===== src/rtl/fc_pkg.sv =====
// Shared constants and FSM state type for the FC argmax reader.
package fc_pkg;

  localparam int DATA_WIDTH  = 32;
  localparam int NUM_CLASSES = 10;
  localparam int IDX_WIDTH   = 4;

  typedef enum logic [1:0] {
    IDLE = 2'd0,
    SCAN = 2'd1,
    DONE = 2'd2
  } state_t;

endpackage


===== src/rtl/fc_argmax_reader_float_compare_gt.sv =====
// Combinational IEEE-754 strict greater-than (a > b). NaN is never greater;
// any non-NaN beats a NaN b. Signed zeros compare equal.
module float_compare_gt #(
  parameter int DATA_WIDTH = 32
) (
  input  logic [DATA_WIDTH-1:0] a,
  input  logic [DATA_WIDTH-1:0] b,
  output logic                  a_gt_b
);

  localparam int EW = 8;
  localparam int MW = DATA_WIDTH - EW - 1;

  logic                  a_sign, b_sign;
  logic [DATA_WIDTH-2:0] a_mag, b_mag;
  logic                  a_nan, b_nan;

  assign a_sign = a[DATA_WIDTH-1];
  assign b_sign = b[DATA_WIDTH-1];
  assign a_mag  = a[DATA_WIDTH-2:0];
  assign b_mag  = b[DATA_WIDTH-2:0];
  assign a_nan  = (&a[DATA_WIDTH-2 -: EW]) && (|a[MW-1:0]);
  assign b_nan  = (&b[DATA_WIDTH-2 -: EW]) && (|b[MW-1:0]);

  // Exponent sits above mantissa, so raw magnitude order is numeric order,
  // including Inf as the largest non-NaN magnitude.
  always_comb begin
    a_gt_b = 1'b0;
    if (a_nan)
      a_gt_b = 1'b0;
    else if (b_nan)
      a_gt_b = 1'b1;
    else if (a_mag == '0 && b_mag == '0)
      a_gt_b = 1'b0;
    else if (a_sign != b_sign)
      a_gt_b = !a_sign;
    else if (!a_sign)
      a_gt_b = a_mag > b_mag;
    else
      a_gt_b = a_mag < b_mag;
  end

endmodule


===== src/rtl/fc_argmax_reader.sv =====
// Sequential argmax over a snapshot of the FC output bus, one class per cycle.
// Define FC_ARGMAX_SCORE_OUT_EN to also expose the winning raw word on max_value.
import fc_pkg::*;

module fc_argmax_reader #(
  parameter int DATA_WIDTH  = fc_pkg::DATA_WIDTH,
  parameter int NUM_CLASSES = fc_pkg::NUM_CLASSES
) (
  input  logic                              clk,
  input  logic                              reset,
  input  logic                              start,
  input  logic [NUM_CLASSES*DATA_WIDTH-1:0] fc_output,
  output logic                              busy,
  output logic                              done,
`ifdef FC_ARGMAX_SCORE_OUT_EN
  output logic [DATA_WIDTH-1:0]             max_value,
`endif
  output logic [IDX_WIDTH-1:0]              class_idx
);

  localparam logic [IDX_WIDTH-1:0] LAST_IDX = IDX_WIDTH'(NUM_CLASSES - 1);

  state_t                                state;
  logic [NUM_CLASSES-1:0][DATA_WIDTH-1:0] snap;
  logic [IDX_WIDTH-1:0]                  cnt;
  logic [DATA_WIDTH-1:0]                 max_val;
  logic [IDX_WIDTH-1:0]                  max_idx;

  logic [DATA_WIDTH-1:0] cur;
  logic                  cur_gt;
  logic                  take;
  logic                  last;

  assign cur  = snap[cnt];
  assign last = (cnt == LAST_IDX);
  // Element 0 seeds the running max; later ones need strictly greater,
  // which keeps ties on the lowest index.
  assign take = (cnt == '0) || cur_gt;

  float_compare_gt #(.DATA_WIDTH(DATA_WIDTH)) u_cmp (
    .a      (cur),
    .b      (max_val),
    .a_gt_b (cur_gt)
  );

  always_ff @(posedge clk) begin
    if (!reset) begin
      state     <= IDLE;
      snap      <= '0;
      cnt       <= '0;
      max_val   <= '0;
      max_idx   <= '0;
      busy      <= 1'b0;
      done      <= 1'b0;
      class_idx <= '0;
`ifdef FC_ARGMAX_SCORE_OUT_EN
      max_value <= '0;
`endif
    end else begin
      done <= 1'b0;
      case (state)
        IDLE, DONE: begin
          if (start) begin
            snap  <= fc_output;
            cnt   <= '0;
            busy  <= 1'b1;
            state <= SCAN;
          end else begin
            state <= IDLE;
          end
        end
        SCAN: begin
          if (take) begin
            max_val <= cur;
            max_idx <= cnt;
          end
          // Final element: publish directly so class_idx lands with done.
          if (last) begin
            state     <= DONE;
            busy      <= 1'b0;
            done      <= 1'b1;
            class_idx <= take ? cnt : max_idx;
`ifdef FC_ARGMAX_SCORE_OUT_EN
            max_value <= take ? cur : max_val;
`endif
          end else begin
            cnt <= cnt + IDX_WIDTH'(1);
          end
        end
        default: state <= IDLE;
      endcase
    end
  end

endmodule

===== config.mk =====
export PLATFORM = sky130hd
export DESIGN_NAME = fc_argmax_reader
export DESIGN_NICKNAME = d
export VERILOG_FILES = /design/src/rtl/fc_pkg.sv /design/src/rtl/fc_argmax_reader_float_compare_gt.sv /design/src/rtl/fc_argmax_reader.sv
export SDC_FILE = /design/constraint.sdc
export NUM_CORES = 1
export LEC_CHECK = 0
export ABC_AREA = 1
export BUFFER_PORTS_ARGS = -buffer_cell sky130_fd_sc_hd__buf_2
export CAP_MARGIN = 20
export CORE_ASPECT_RATIO = 1.1
export CORE_UTILIZATION = 30
export DETAILED_ROUTE_END_ITERATION = 10
export GPL_TIMING_DRIVEN = 0
export PLACE_DENSITY_LB_ADDON = 0.12
export SYNTH_ARGS = -nofsm -noshare
export SYNTH_HDL_FRONTEND = slang
export SYNTH_SLANG_ARGS = --single-unit
export TNS_END_PERCENT = 5

===== constraint.sdc =====
create_clock -name clk -period 5.38 [get_ports clk]
set_clock_uncertainty 0.15 [all_clocks]
set_input_delay 1.076 -clock clk [delete_from_list [all_inputs] [get_ports clk]]
set_output_delay 1.076 -clock clk [all_outputs]
set_load 0.005 [all_outputs]

==> qor.csv <==
metric;value;unit
clock sinks;368;
mean post-synth cell area;6.743;µm²
max-slew violations;0;
Least-Margin Pin Slew;1046;ps
Hold Violations, Final;0;
count leader, synth;nor2_1;
layout cells sized above 1;17.08;%
Synth area leaders;dfxtp_1 43%, nor2_1 13%, o21ai_0 11%;
global route overflow;0;
commonest cells in the synthesized netlist;603 x nor2_1, 427 x nand2_1, 374 x o21ai_0;
number of global-route vias before repair;18000;
max cap viols;0;
initial antenna violation count;0;
endpoints failing setup;0;
Rows;91;
Mapped Nets;2924;
Post-route DRC;0;
via count;18450;
Slew headroom;30.28;%
Synth area leader;dfxtp_1;
DRT Pass-1 Iters;5;
# resized after CTS;0;
Crit. End Element;register;
Initial Util;30.59;%
Pleak;9.562;nW
Power per Cell Area;355.0;nW/µm²
drt initial violations;1377;
cts hold-fix bufs;0;
Synth Cell Area;17310;µm²
ys flop type;dfxtp_1;
nets;3296;
gr usage total;26.87;%
asr flop ratio synth;0;%
busiest grt layer;met2;
CP Launch Type;register;
Die X;231.0;µm
GP Congestion;0.9563;
worst IR drop on VDD;153.9;µV
TritonCTS clock tree;yes;
# diodes;0;
hold slack;300.4;ps
fillers;6299;
GRT met3 Usage;2.962;%
RSZ-0062 raised after global routing;false;
required time worst endpoint;5660;ps
final HPWL from detailed placement;63270;µm
Yosys cell types;36;
Tot Pwr;7.539;mW
final wirelength;79530;µm
Antenna Nets Post-Route;0;
Avg WL per Cell;21.42;µm
die area;58670;µm²
TritonCTS buffer count;42;
first-pass GRT wire length;114800;µm
Worst EP arrival;4920;ps
Seq cells post-synth;368;
M1 GR Usage;34.86;%
Syn-to-layout area delta;22.67;%
R2R Setup Slk;740;ps
Post-synth EDFFs;0;
Post-CTS Setup Inserts;0;
warnings from Yosys;0;
GR Util met2;45.54;%
clk buf depth;3;
DR vias/cell;4.968;
CP max FO;10;
H-tree levels;2;
Setup TNS;0;ps
Core Footprint;56590;µm²
worst setup path category;reg -> reg;
Final min period;4639;ps
Synth Instances;2567;
Tcrit/Tclk final;86.22;%
Port Buffer Count;328;
f_max;215.6;MHz
io pins;329;
Worst-path clk slew;60;ps
largest net degree at the start of global routing;13;
share of the synthesized area in the top cell type;42.56;%
Worst Hold Class;reg -> reg;
Root Buffer;clkbuf_16;
Seq/Total Area, Yosys;42.56;%
status;complete, no violations;
Clock Latency Late Sink;590;ps
Die Y;253.9;µm
per-layer routing:
layer / share of wire, % / up-vias
li1: - / 8963
met1: 44 / 8733
met2: 47 / 620
met3: 5.0 / 131
met4: 3.8 / 0
met5: 0 / -
per-stage QoR:
stage                     area, µm²  cells  setup WS [ps]  utilization (%)
after floorplan               17310   2567           2316                -
after global placement        19880   3639          874.8            35.14
after detailed placement      19880   3639          844.1            35.14
after CTS                     21240   3713          819.0            37.53
after global routing          21240   3713          594.9            37.53
final                         21240   3713          741.4            37.53
power by group:
part	internal (mW)	switching (mW)	total [mW]	leakage, nW
logic	0.514	1.08	1.59	5.86
clock network	1.67	1.21	2.88	0.657
registers	2.96	0.114	3.07	3.05
critical path: stages (launching register included):
cell	delay (ps)
dfxtp_1	370
buf_6	180
buf_4	240
buf_2	460
a21oi_1	110
o21ai_1	340
nand3_1	380
ha_1	450
nand4_1	140
nor2_1	310
and3_1	210
nand2_1	100
nand2_1	80
a21oi_1	60
nor2_1	100
nand2_1	70
nand2_1	90
nand2_4	90
nand2_4	150
nand2_8	100
buf_8	200
nand2_2	70
a21oi_2	50
registers in the layout, indices dropped and copies added, names as in the netlist:
register and count:
max_idx 4, cnt 4, done 1, class_idx 4, state 2, snap 320
max_val 32, busy 1
cells by family after synthesis:
kind of cell	after synthesis	synth area share [%]
buf+inv	368	9.201
fa+ha+maj	34	2.458
simple gates	1181	27.18
flops	368	42.56
compound gates	616	18.60
placed cells by master (no fill, tap or decap), types with 4 or more instances in the layout:
cell type  instances
buf_2            363
nand3_1           97
ha_1              34
nand2_2           20
nor3_1             9
dfxtp_1          368
o211ai_1           8
inv_2              4
nor2_2             5
nand2_1          427
a21oi_2           20
clkbuf_8           9
buf_4              9
buf_1              4
nor2_1           603
clkbuf_16         42
buf_6             13
clkbuf_1         127
a21oi_1          184
o21ai_0          374
nand4_1            9
o21ai_1           18
inv_1            183
worst paths after layout:
kind,depth (start not counted),endpoint,startpoint
setup reg to reg,22,max_val[5],cnt[1]
hold reg to reg,2,snap[198],snap[198]
hold / removal,2,snap[198],snap[198]
setup / recovery,22,max_val[5],cnt[1]
final cells by class:
type	count	area (µm²)	area share, %
Clock buffer	63	1220	5.745
Buffer	179	880.8	4.148
Sequential cell	368	7367	34.69
Timing Repair Buffer	328	1642	7.730
Tap cell	744	930.9	4.384
Inverter	189	711.9	3.353
Clock inverter	11	132.6	0.6246
Multi-Input combinational cell	1831	8351	39.32
Power figures use the tool's default switching activity.
